**config.mk**
```make
export PLATFORM = sky130hd
export DESIGN_NAME = wm_sequencer
export DESIGN_NICKNAME = d
export VERILOG_FILES = /design/src/rtl/wm_sequencer.sv
export SDC_FILE = /design/constraint.sdc
export NUM_CORES = 1
export LEC_CHECK = 0
export BUFFER_PORTS_ARGS = -buffer_cell sky130_fd_sc_hd__buf_4
export CORE_ASPECT_RATIO = 0.8
export CORE_UTILIZATION = 35
export CTS_BUF_LIST = sky130_fd_sc_hd__clkbuf_8
export DETAILED_ROUTE_END_ITERATION = 6
export PLACE_DENSITY = 0.54
export SLEW_MARGIN = 20
export SYNTH_ARGS = -nofsm -noshare
export SYNTH_HDL_FRONTEND = slang
export SYNTH_SLANG_ARGS = --single-unit
```
**constraint.sdc**
```tcl
create_clock -name clk -period 2.4 [get_ports clk]
set_input_delay 0.6 -clock clk [delete_from_list [all_inputs] [get_ports clk]]
set_output_delay 0.6 -clock clk [all_outputs]
set_load 0.05 [all_outputs]
```
**src/rtl/wm_sequencer.sv**
```systemverilog
// Keyed watermark sequencer: seeds an 8-bit LFSR from key, runs WARMUP steps, then streams one symbol per pixel.
// Optional build macro WM_ROW_RESEED_EN reseeds the LFSR from seed ^ row_index at every row boundary.
module wm_sequencer #(
  parameter int WARMUP       = 16,
  parameter int FRAME_PIXELS = 4096,
  parameter int ROW_PIXELS   = 64,
  parameter int CNT_W        = 20
) (
  input  logic       clk,
  input  logic       rst_n,
  input  logic       start,
  input  logic [7:0] key,
  input  logic       WM_select,
  output logic       wm_valid,
  input  logic       wm_ready,
  output logic [1:0] WM_Data,
  output logic       busy,
  output logic       done
);

  typedef enum logic [2:0] {S_IDLE, S_LOAD, S_WARM, S_RUN, S_DONE} state_t;

  localparam logic [CNT_W-1:0] WARM_LAST = CNT_W'((WARMUP > 0) ? WARMUP - 1 : 0);
  localparam logic [CNT_W-1:0] PIX_LAST  = CNT_W'(FRAME_PIXELS - 1);

  state_t           state_q, state_d;
  logic [7:0]       q_q, q_d;
  logic [7:0]       seed_q, seed_d;
  logic [CNT_W-1:0] warm_q, warm_d;
  logic [CNT_W-1:0] pix_q, pix_d;

`ifdef WM_ROW_RESEED_EN
  localparam logic [CNT_W-1:0] ROW_LAST = CNT_W'(ROW_PIXELS - 1);
  logic [CNT_W-1:0] col_q, col_d;
  logic [7:0]       row_q, row_d;
`endif

  function automatic logic [7:0] lfsr_step(input logic [7:0] s);
    return {s[6:0], s[7] ^ s[5] ^ s[4] ^ s[3]};
  endfunction

  // An all-zero LFSR would never leave zero, so it is replaced.
  function automatic logic [7:0] eff_seed(input logic [7:0] s);
    return (s == 8'h00) ? 8'hA5 : s;
  endfunction

  always_comb begin
    state_d = state_q;
    q_d     = q_q;
    seed_d  = seed_q;
    warm_d  = warm_q;
    pix_d   = pix_q;
`ifdef WM_ROW_RESEED_EN
    col_d   = col_q;
    row_d   = row_q;
`endif
    unique case (state_q)
      S_IDLE: begin
        if (start) begin
          seed_d  = key;
          state_d = S_LOAD;
        end
      end
      S_LOAD: begin
        q_d     = eff_seed(seed_q);
        warm_d  = '0;
        pix_d   = '0;
`ifdef WM_ROW_RESEED_EN
        col_d   = '0;
        row_d   = '0;
`endif
        state_d = (WARMUP > 0) ? S_WARM : S_RUN;
      end
      S_WARM: begin
        q_d    = lfsr_step(q_q);
        warm_d = warm_q + 1'b1;
        if (warm_q == WARM_LAST) state_d = S_RUN;
      end
      S_RUN: begin
        if (wm_ready) begin
          pix_d = pix_q + 1'b1;
          q_d   = lfsr_step(q_q);
`ifdef WM_ROW_RESEED_EN
          // Row boundary (but not frame end): restart from seed ^ completed-row count.
          if (col_q == ROW_LAST && pix_q != PIX_LAST) begin
            row_d = row_q + 8'd1;
            col_d = '0;
            q_d   = eff_seed(seed_q ^ (row_q + 8'd1));
          end else begin
            col_d = col_q + 1'b1;
          end
`endif
          if (pix_q == PIX_LAST) state_d = S_DONE;
        end
      end
      S_DONE:  state_d = S_IDLE;
      default: state_d = S_IDLE;
    endcase
  end

  always_ff @(posedge clk or negedge rst_n) begin
    if (!rst_n) begin
      state_q <= S_IDLE;
      q_q     <= 8'h00;
      seed_q  <= 8'h00;
      warm_q  <= '0;
      pix_q   <= '0;
`ifdef WM_ROW_RESEED_EN
      col_q   <= '0;
      row_q   <= '0;
`endif
    end else begin
      state_q <= state_d;
      q_q     <= q_d;
      seed_q  <= seed_d;
      warm_q  <= warm_d;
      pix_q   <= pix_d;
`ifdef WM_ROW_RESEED_EN
      col_q   <= col_d;
      row_q   <= row_d;
`endif
    end
  end

  assign wm_valid = (state_q == S_RUN);
  assign busy     = (state_q != S_IDLE);
  assign done     = (state_q == S_DONE);
  assign WM_Data  = {WM_select & (q_q[1] ^ q_q[0]), q_q[0]};

endmodule
```
**After elaboration in Yosys (flattened, before gate mapping)**

Cells that the tools add are included.

- Bits in registers: 59
- Bits of input ports: 13

- $add $sub $neg: 2
- Equal/unequal tests: 10
- Muxes and demuxes: 11
- Bitwise operators: 5
- Reduce and logical (&&, ||, !) cells: 10

Operators with widths:

| cell | count |
|---|---|
| 20-bit one-hot mux with 2 select lines | 2 |
| 20-bit by 1-bit adder with 20-bit output, second input constant | 2 |
| 8-bit one-hot mux with 3 select lines | 1 |
| 20-bit by 12-bit equality test with 1-bit output, second input constant | 1 |
| 20-bit by 4-bit equality test with 1-bit output, second input constant | 1 |
| 20-bit two-way mux | 1 |
| 8-bit two-way mux | 2 |
| 3-bit two-way mux | 4 |
| 3-bit one-hot mux with 4 select lines | 1 |
| 8-bit logical NOT | 1 |
| 3-bit by 2-bit equality test with 1-bit output, second input constant | 2 |
| 2-bit AND reduction | 3 |
| 3-bit nonzero test | 2 |
| 2-bit by 1-bit inequality test with 1-bit output, second input constant | 2 |
| 2-bit inequality test, second input constant | 2 |
| 4-bit AND reduction | 1 |
| 2-bit nonzero test | 2 |
| 1-bit bitwise XOR | 4 |
| 3-bit by 1-bit equality test with 1-bit output, second input constant | 1 |
| 3-bit equality test, second input constant | 1 |
| 3-bit logical NOT | 1 |
| 1-bit AND | 1 |

**Longest topological paths before layout**

Gate-level depths: netlist of run 1.

- Depth in word-level cells: 5
- Mapped depth: 6
- Mapped depth without buffers: 5

**Worst setup path after synthesis of run 1**

Ideal clock, no wire load.

- Path kind: flip-flop to output port
- Start point: register state_q[2]
- End point: output done
- Arrival: 1.808 ns
- Required time: 1.800 ns
- Path slack: -0.008 ns
- Cell stages (with the launch flop): 3
- Path buffers: 1
- Path through: dfrtp_1 > clkbuf_1 > nor3b_1

- Longest elaborated chain between the ends: 1

Ends and longest elaborated chain:

| element | RTL line | source |
|---|---|---|
| from (decl) | 26 | `state_t state_q, state_d;` |
| from (signal assigned) | 113 | `state_q <= state_d;` |
| 3-bit equality test | 127 | `assign done = (state_q == S_DONE);` |
| to (decl) | 18 | `output logic done` |

Every way passes these cells.

**Worst setup path after layout of run 1**

- Start point: register state_q[0]
- End point: output busy

- Longest elaborated chain between the ends: 1

Ends and longest elaborated chain:

| element | RTL line | source |
|---|---|---|
| 3-bit nonzero test | 126 | `assign busy = (state_q != S_IDLE);` |
| to (decl) | 17 | `output logic busy,` |

Every way passes these cells.

==> results.md, run 1 <==
- Die W: roughly 110 microns
- Final period utilization: 0.900
- Slew Viols, Final: 0
- Die span in y: 85.9 microns
- Row Count: 30
- Max cap viols: 0
- Dpl hpwl: 4430 microns
- Clk buf depth: 2
- R2R depth: 4
- N_diodes: 0
- Final setup fails: 0
- Vias in the first global route: 2,325
- Clock buffer count from CTS: 9
- Worst Setup Path Type: flip-flop to output port
- Initial core utilization: 0.361
- Crit end category: output port
- Critical Path Start: state_q[0]
- Final ANT Viol Nets: 0
- Final wirelength: 6590 microns
- RSZ-0062 raised after global routing: false
- DRT iter0 DRCs: 150
- Hold_buf cts: 0
- Cell Area, Synth: 3080 sq um
- Leak pwr: 1.59 nW
- P&R area growth vs syn: 15.4%
- Nets: between 300 and 400
- Total GRT Usage: 0.160
- Primary FF master, synth: dfrtp_1
- Fin. Hold Viols: 0
- Reg-to-Reg End: warm_q[9]
- Placed Cells: 436
- Worst-margin pin slew: slightly above 0.9 ns
- Post-CTS Setup Bufs: 0
- Worst endpoint required time: between 1.5 and 2 ns
- First-pass GRT wire length: about 11,000 microns
- Crit path DAT: 1.56 ns
- CTS tree: yes
- Worst-Skew Late Latency: 0.34 ns
- Post-cts resize count: 0
- Crit-path max FO: 9
- Final Critical Period: between 2 and 2.5 ns
- Grt ovf: 0
- Number of synthesis warnings: 0
- Cell Pwr Density: 690 nW/um^2
- Hold Path Class: input port to asynchronous set/reset pin
- Clock skew: 0.00763 ns
- Non-Filler Instances: 452
- Post-synthesis area per instance: about 9.8 sq um
- Setup Total Neg Slack: 0 ns
- Initial antenna violation count: 0
- Routed len/inst: 14.6 microns
- GP Congestion: 0.776
- Startpoint types: flip-flop
- Via density: 5.33
- Distinct cells, synth: 47
- Largest net degree at the start of global routing: 60
- VDD IR max: 0.000466 V
- Port Buffers: 17
- Yosys reg bits: 59
- Reg2reg start: state_q[0]
- Pre-Repair DR Iteration Count: 4
- Relative slew slack: 0.374
- Reg2reg setup slack: 0.38 ns
- Root Buffer Master: clkbuf_8
- Syn nets: 330
- Die area: 9170 sq um
- Status: finished, final reports clean
- Max Clk Rate: 463 MHz
- Commonest non-fill, non-tap cell in the layout: dfrtp_1
- Layout cells sized above 1: 0.174
- H-tree Lvls: 3
- Share of flip-flops with an asynchronous set or reset: 1.00
- Synth Instances: approximately 320
- Core Region: about 8500 sq um
- Most frequent cells in the layout: dfrtp_1 (59), nand2_1 (42), o21ai_0 (25)
- Sequential area share after synthesis: 0.480
- Via count: 2,411
- Post-synth EDFFs: 0
- Hold slack final: around 0.33 ns
- CTS clk-pin slew, worst paths: ~0.07 ns
- Ports: 18
- CTS Sinks: between 50 and 60
- Drt drc: 0
[state kept, by name, indices dropped and copies added (netlist names)]
signal	cells
q_q	8
pix_q	20
state_q	3
warm_q	20
seed_q	8
[metrics by stage]
| stage | util | setup slack, ns | area (sq um) | power, W |
|---|---|---|---|---|
| after floorplan | - | 0.473 | 3080 | 0.00141 |
| after global placement | 0.392 | 0.356 | 3340 | 0.00150 |
| after detailed placement | 0.392 | 0.348 | 3340 | 0.00151 |
| after CTS | 0.417 | 0.220 | 3550 | 0.00248 |
| after global routing | 0.417 | 0.153 | 3550 | 0.00258 |
| final | 0.417 | 0.239 | 3550 | 0.00245 |
[worst max path at each step]
stage	slack, ns	end	depth (start not counted)
4_1_cts	0.22	busy	3
5_1_grt	0.15	wm_valid	4
6_report	0.24	busy	3
3_3_place_gp	0.36	pix_q[15]	5
3_5_place_dp	0.35	pix_q[13]	5
2_1_floorplan	0.47	done	2
[worst max-delay path: stages, from the launching register on]
cell     delay, ns
dfrtp_1       0.48
buf_4         0.22
or3_1         0.32
buf_4         0.20
[cells by family (layout without fill, tap and decap cells)]
group	after synthesis	after routing	share of synthesized area
AO/OA/AOI/OAI	58	58	0.113
XOR/XNOR	10	10	0.0285
adder cells (fa/ha/maj)	2	2	0.00813
buffers and inverters	18	43	0.0260
flip-flops	59	59	0.480
multiplexers	27	27	0.0915
AND/OR/NAND/NOR	141	141	0.253
[metal layers]
| metal | share of wire | vias to the layer above | global-route usage | wire, microns |
|---|---|---|---|---|
| met5 | 0 | - | 0 | 0 |
| met4 | 0.014 | 0 | 0.0523 | 92 |
| met3 | 0.033 | 8 | 0.0479 | 217 |
| met2 | 0.44 | 31 | 0.241 | 2890 |
| met1 | 0.51 | 1180 | 0.220 | 3390 |
| li1 | - | 1192 | - | - |
[cell usage after synthesis, drive strengths merged (3+ instances only)]
cell type  count  area (sq um)
o31ai          8          60.1
nand3         18          90.1
nand2         42           158
nand2b         3          21.3
mux2           9           101
nor3           5          30.0
nor2          13          48.8
a21oi         10          50.1
o22ai          4          25.0
or4           10          75.1
nor4          10          77.6
nand4          9          56.3
and3           8          50.1
or3            4          25.0
inv            3          11.3
nor3b          3          22.5
o21ai         26           130
dfrtp         59          1480
nor2b          4          25.0
buf            3          23.8
clkbuf        12          45.0
xnor2          4          35.0
xor2           6          52.6
and2           3          18.8
mux2i         18           180
[report_power, final]
part           internal, W  switching [W]  total, W  leakage (nW)
Combinational     0.000139       0.000182  0.000320         0.700
Clock             0.000561       0.000403  0.000964         0.108
Sequential         0.00108      0.0000837   0.00117         0.782
[cell type report]
type | instances | area [sq um]
clock buffers | 12 | 165
clock inverters | 4 | 47.5
fillers | 846 | 4970
inverters | 3 | 11.3
multi-input cells | 238 | 1530
flip-flops and latches | 59 | 1480
well taps | 112 | 140
repair buffers | 24 | 180
(Power assumes the default switching activity.)
==> run 2: changes to the inputs <==
--- a/config.mk
+++ b/config.mk
@@ -6,11 +6,13 @@
 export NUM_CORES = 1
 export LEC_CHECK = 0
 export BUFFER_PORTS_ARGS = -buffer_cell sky130_fd_sc_hd__buf_4
+export CELL_PAD_IN_SITES_DETAIL_PLACEMENT = 0
+export CELL_PAD_IN_SITES_GLOBAL_PLACEMENT = 1
 export CORE_ASPECT_RATIO = 0.8
 export CORE_UTILIZATION = 35
 export CTS_BUF_LIST = sky130_fd_sc_hd__clkbuf_8
 export DETAILED_ROUTE_END_ITERATION = 6
-export PLACE_DENSITY = 0.54
+export PLACE_DENSITY = 0.64
 export SLEW_MARGIN = 20
 export SYNTH_ARGS = -nofsm -noshare
 export SYNTH_HDL_FRONTEND = slang
==> results.md, run 2 (synthesized netlist as in run 1, its figures left out) <==
- Max cap viols: 0 (unchanged)
- Clock buffer count from CTS: 9 (unchanged)
- RSZ-0062 raised after global routing: false
- Crit-path max FO: 10 (+1)
- Die W: 107 microns (unchanged)
- Pint: 0.00178 W (about the same)
- Leak pwr: 1.60 nW (+0.34%)
- Via density: 5.26 (-1.4%)
- CTS clk-pin slew, worst paths: 0.07 ns (about the same)
- Vias in the first global route: 2,335 (+0.43%)
- Startpoint types: flip-flop
- Initial core utilization: 0.361 (unchanged)
- Drt drc: 0 (unchanged)
- Final Critical Period: 2.11 ns (-0.0457 ns)
- DRT iter0 DRCs: 130 (-13%)
- Final period utilization: 0.881 (-0.0191)
- Final setup fails: 0 (unchanged)
- Hold Path Class: input port to asynchronous set/reset pin
- Final wirelength: 6690 microns (+1.5%)
- Clock skew: 0.0123 ns (+0.00464 ns)
- Worst endpoint required time: 1.80 ns (about the same)
- Grt ovf: 0 (unchanged)
- Logic gate share of total power: 0.130 (about the same)
- Layout cells sized above 1: 0.176 (+0.00242)
- Top Registers: pix_q: 20 flops, warm_q: 20 flops
- Status: finished, final reports clean
- H-tree Lvls: 3 (unchanged)
- Row Count: 30 (unchanged)
- Worst Setup Path Type: flip-flop to output port
- CTS tree: yes
- Ports: 18 (unchanged)
- Sequential share of power: 0.475 (about the same)
- Psw: 0.000674 W (+0.83%)
- Core Region: 8520 sq um (unchanged)
- Commonest non-fill, non-tap cell in the layout: dfrtp_1
- Port Buffers: 17 (unchanged)
- N_diodes: 0 (unchanged)
- Clk pwr share: 0.395 (+0.002)
- Total GRT Usage: 0.168 (+0.00840)
- Area post-placement: 3350 sq um (+0.22%)
- Initial antenna violation count: 0 (unchanged)
- CTS Sinks: 59 (unchanged)
- Crit end category: output port
- Fin. Hold Viols: 0 (unchanged)
- First-pass GRT wire length: 11,900 microns (+4.6%)
- Most Crowded Layer GR: met2
- Crit path DAT: 1.51 ns (-0.05 ns)
- Worst-margin pin slew: 0.942 ns (+0.00820 ns)
- Worst-Skew Late Latency: 0.36 ns (+0.02 ns)
- Pre-Repair DR Iteration Count: 5 (+1)
- VDD IR max: 0.000468 V (+0.43%)
- Cell Pwr Density: 690 nW/um^2 (about the same)
- Root Buffer Master: clkbuf_8
- Die area: 9170 sq um (unchanged)
- Largest net degree at the start of global routing: 60 (unchanged)
- Fin area: 3560 sq um (+0.21%)
- Most frequent cells in the layout: dfrtp_1 (59), nand2_1 (42), o21ai_0 (25), buf_4 (25)
- Routed len/inst: 14.8 microns (+1.3%)
- Placed Cells: 437 (+0.23%)
- Max Clk Rate: 473 MHz (+2.2%)
- P&R area growth vs syn: 15.7%
- Relative slew slack: 0.368 (-0.00550)
- # fillers: 826 (-2.4%)
- Final ANT Viol Nets: 0 (unchanged)
- Dpl hpwl: 4460 microns (+0.82%)
- M2 GR Usage: 0.248 (+0.00645)
- Post-cts resize count: 0 (unchanged)
- Slew Viols, Final: 0 (unchanged)
- Die span in y: 85.9 microns (unchanged)
- Finished Core Util: 0.418 (+0.000881)
- Switching Share: 0.274 (+0.00176)
- GP Congestion: 0.700 (-9.8%)
- Post-CTS Setup Bufs: 0 (unchanged)
- Via count: 2,383 (-1.2%)
- Clk buf depth: 2 (unchanged)
- Met1 Track Usage GR: 0.230 (+0.0105)
- Setup Total Neg Slack: 0 ns (unchanged)
- Hold_buf cts: 0 (unchanged)
- Nets: 351 (+0.29%)
- GRT met3 Usage: 0.0547 (+0.00684)
- Non-Filler Instances: 453 (+0.22%)
[run 2: final cells by class]
type	instances	area [sq um]	area share
clock inverter	4	47.5	0.0134
sequential	59	1480	0.415
timing repair buffer	25	188	0.0527
inverter	3	11.3	0.00316
clock buffer	12	165	0.0464
multi-input combinational	238	1530	0.430
tap	112	140	0.0394
[run 2: final timing paths]
| path | start | to | slack, ns | cells past startpoint |
|---|---|---|---|---|
| max | state_q[0] | busy | 0.29 | 3 |
| min | rst_n | pix_q[19] | 0.32 | 1 |
| max reg2reg | state_q[0] | warm_q[19] | 0.40 | 4 |
| min reg2reg | warm_q[19] | warm_q[19] | 0.47 | 1 |
| max in group asynchronous | rst_n | state_q[1] | 1.57 | 1 |
| min in group clk | warm_q[19] | warm_q[19] | 0.47 | 1 |
[run 2: worst max-delay path, cell delays in order, from the launching register on]
cell     delay (ns)
dfrtp_1        0.45
buf_4          0.20
or3_1          0.32
buf_4          0.20
[run 2: layer usage]
metal  wire (microns)  share of wire  vias up
li1                 -              -     1201
met1             3580           0.54     1152
met2             2810           0.42       17
met3              189          0.028       13
met4              104          0.016        0
met5                0              0        -
[run 2: stage by stage]
stage	setup WS (ns)	power (W)	hold slack, ns
after detailed placement	0.339	0.00151	0.468
after floorplan	0.473	0.00141	0.304
after global placement	0.344	0.00150	0.466
after CTS	0.249	0.00249	0.353
after global routing	0.168	0.00258	0.379
final	0.285	0.00245	0.320
[run 2: power groups by stage]
stage / Combinational, W / Clock, W / Sequential, W
after floorplan: 0.000248 / 0 / 0.00116
after detailed placement: 0.000323 / 0 / 0.00118
after global routing: 0.000360 / 0.00104 / 0.00118
final: 0.000319 / 0.000970 / 0.00117
after CTS: 0.000325 / 0.000999 / 0.00117
after global placement: 0.000318 / 0 / 0.00118
==> run 3: changes to the inputs <==
--- a/config.mk
+++ b/config.mk
@@ -8,11 +8,11 @@
 export BUFFER_PORTS_ARGS = -buffer_cell sky130_fd_sc_hd__buf_4
 export CELL_PAD_IN_SITES_DETAIL_PLACEMENT = 0
 export CELL_PAD_IN_SITES_GLOBAL_PLACEMENT = 1
-export CORE_ASPECT_RATIO = 0.8
-export CORE_UTILIZATION = 35
+export CORE_ASPECT_RATIO = 1.5
+export CORE_UTILIZATION = 49
 export CTS_BUF_LIST = sky130_fd_sc_hd__clkbuf_8
 export DETAILED_ROUTE_END_ITERATION = 6
-export PLACE_DENSITY = 0.64
+export PLACE_DENSITY = 0.84
 export SLEW_MARGIN = 20
 export SYNTH_ARGS = -nofsm -noshare
 export SYNTH_HDL_FRONTEND = slang
==> results.md, run 3 (synthesized netlist as in run 1, its figures left out) <==
- H-tree Lvls: 3 (unchanged)
- Final wirelength: 6250 microns (-6.5%)
- Post-cts resize count: 0 (unchanged)
- Top delay family on crit path: buffers and inverters
- Fin. Hold Viols: 0 (unchanged)
- Hold slack final: 0.327 ns (+0.00663 ns)
- Die area: 6610 sq um (-28%)
- Relative slew slack: 0.399 (+0.0313)
- Via count: 2,392 (+0.38%)
- Cell Chain, Critical Path: buf_4, nor2b_1, and2_1, buf_4
- Pre-Repair DR Iteration Count: 4 (-1)
- Layout cells sized above 1: 0.171 (-0.00486)
- Final ANT Viol Nets: 0 (unchanged)
- Met2 WL: 3150 microns (+12%)
- Post-CTS Setup Bufs: 0 (unchanged)
- Crit path DAT: 1.53 ns (+0.02 ns)
- Clk pwr share: 0.347 (-0.048)
- Core Region: 6090 sq um (-29%)
- Hold_buf cts: 0 (unchanged)
- Drt drc: 0 (unchanged)
- Wl on met1: 2840 microns (-21%)
- Clk buf depth: 2 (unchanged)
- Slew Viols, Final: 0 (unchanged)
- P&R area growth vs syn: 12.6%
- Via density: 5.79 (+10%)
- Pre-CTS setup slack: 0.339 ns (-0.000153 ns)
- CTS tree: yes
- Switching Share: 0.281 (+0.00656)
- Root Buffer Master: clkbuf_8
- Ports: 18 (unchanged)
- Max Clk Rate: 470 MHz (-0.53%)
- Final setup fails: 0 (unchanged)
- Top Registers: pix_q: 20 flops, warm_q: 20 flops
- Most frequent cells in the layout: dfrtp_1 (59), nand2_1 (42), o21ai_0 (25), buf_4 (25)
- Worst endpoint required time: 1.80 ns (about the same)
- # fillers: 562 (-32%)
- Initial core utilization: 0.505 (+0.144)
- Logic gate share of total power: 0.139 (+0.009)
- Largest net degree at the start of global routing: 60 (unchanged)
- Total GRT Usage: 0.220 (+0.0521)
- Met3 WL: 117 microns (-38%)
- CTS clk-pin slew, worst paths: 0.07 ns (about the same)
- Initial antenna violation count: 0 (unchanged)
- Die W: 66.7 microns (-38%)
- First-pass GRT wire length: 11,100 microns (-6.1%)
- Worst-margin pin slew: 0.895 ns (-0.0467 ns)
- Final Critical Period: 2.13 ns (+0.0113 ns)
- Crit end category: output port
- RSZ-0062 raised after global routing: false
- CP max-delay cell: dfrtp_1
- CTS Sinks: 59 (unchanged)
- Crit path buffers/inverters: 2 (unchanged)
- Commonest non-fill, non-tap cell in the layout: dfrtp_1
- Sequential share of power: 0.514 (+0.039)
- Worst-Skew Late Latency: 0.33 ns (-0.03 ns)
- Final period utilization: 0.886 (+0.00472)
- GP Congestion: 0.783 (+12%)
- Crit-path max FO: 14 (+4)
- DRT iter0 DRCs: 122 (-6.2%)
- Setup Total Neg Slack: 0 ns (unchanged)
- Grt ovf: 0 (unchanged)
- Die span in y: 99.1 microns (+15%)
- Dpl hpwl: 4320 microns (-3.2%)
- N_diodes: 0 (unchanged)
- Leak pwr: 1.58 nW (-1.1%)
- Max cap viols: 0 (unchanged)
- Startpoint types: flip-flop
- Pint: 0.00163 W (-8.2%)
- Nets: 351 (unchanged)
- Max incr delay on CP: 0.39 ns (-0.06 ns)
- Vias in the first global route: 2,436 (+4.3%)
- Worst Setup Path Type: flip-flop to output port
- VDD IR max: 0.000456 V (-2.6%)
- Clock skew: 0.00739 ns (-0.00487 ns)
- Cell Pwr Density: 656 nW/um^2 (-4.9%)
- Clock buffer count from CTS: 9 (unchanged)
- Final WS setup: 0.274 ns (-0.0113 ns)
- Port Buffers: 17 (unchanged)
- Highest metal used: met4
- Routed len/inst: 15.1 microns (+2.6%)
- Crit path top cell by count: buf_4
- Status: finished, final reports clean
- Row Count: 35 (+17%)
- Hold Path Class: input port to asynchronous set/reset pin
- Psw: 0.000639 W (-5.2%)
==> run 3: changes by cell type in the layout (fill, tap and decap cells not counted), sizes merged <==
cell and delta:
bufinv -1, clkbuf -1, clkinv +1, clkinvlp -1
==> run 3: final timing paths <==
path                       slack (ns)          to  startpoint  cells after the start
min reg2reg                      0.49  warm_q[19]  warm_q[19]                      1
max reg2reg                      0.41   warm_q[9]  state_q[0]                      4
min                              0.33    pix_q[8]       rst_n                      1
min in group clk                 0.49  warm_q[19]  warm_q[19]                      1
max                              0.27    wm_valid  state_q[1]                      4
max in group asynchronous        1.57  warm_q[13]       rst_n                      1
==> run 3: power groups by stage <==
stage,sequential (W),clock (W),combinational (W)
finish,0.00117,0.000790,0.000316
global route,0.00118,0.000853,0.000360
CTS,0.00117,0.000809,0.000321
detailed placement,0.00119,0,0.000318
global placement,0.00118,0,0.000313
floorplan,0.00116,0,0.000248
==> run 3: worst register-to-register path, delay by kind of cell (launching register included) <==
| kind | cells | cell delay [ns] |
|---|---|---|
| flip-flops | 1 | 0.45 |
| AND/OR/NAND/NOR | 3 | 1.27 |
| multiplexers | 1 | 0.15 |
==> run 3: per-layer routing <==
| layer | GRT usage | vias to the layer above |
|---|---|---|
| met3 | 0.0359 | 13 |
| met2 | 0.362 | 31 |
| met5 | 0 | - |
| li1 | - | 1191 |
| met4 | 0.105 | 0 |
| met1 | 0.277 | 1157 |
==> run 3: through the flow <==
stage          cells  total power, W  area (sq um)   util
6_report         413         0.00227          3460  0.569
5_1_grt          413         0.00239          3460  0.569
4_1_cts          413         0.00230          3460  0.569
3_5_place_dp     399         0.00150          3300  0.542
3_3_place_gp     399         0.00150          3300  0.542
2_1_floorplan    315         0.00141          3080      -
==> run 3: cell type report <==
| cell class | count | area [sq um] | area share |
|---|---|---|---|
| sequential | 59 | 1480 | 0.426 |
| inverter | 3 | 11.3 | 0.00325 |
| clock buffer | 11 | 151 | 0.0437 |
| tap | 74 | 92.6 | 0.0267 |
| multi-input combinational | 238 | 1530 | 0.442 |
| clock inverter | 3 | 15.0 | 0.00433 |
| timing repair buffer | 25 | 188 | 0.0542 |
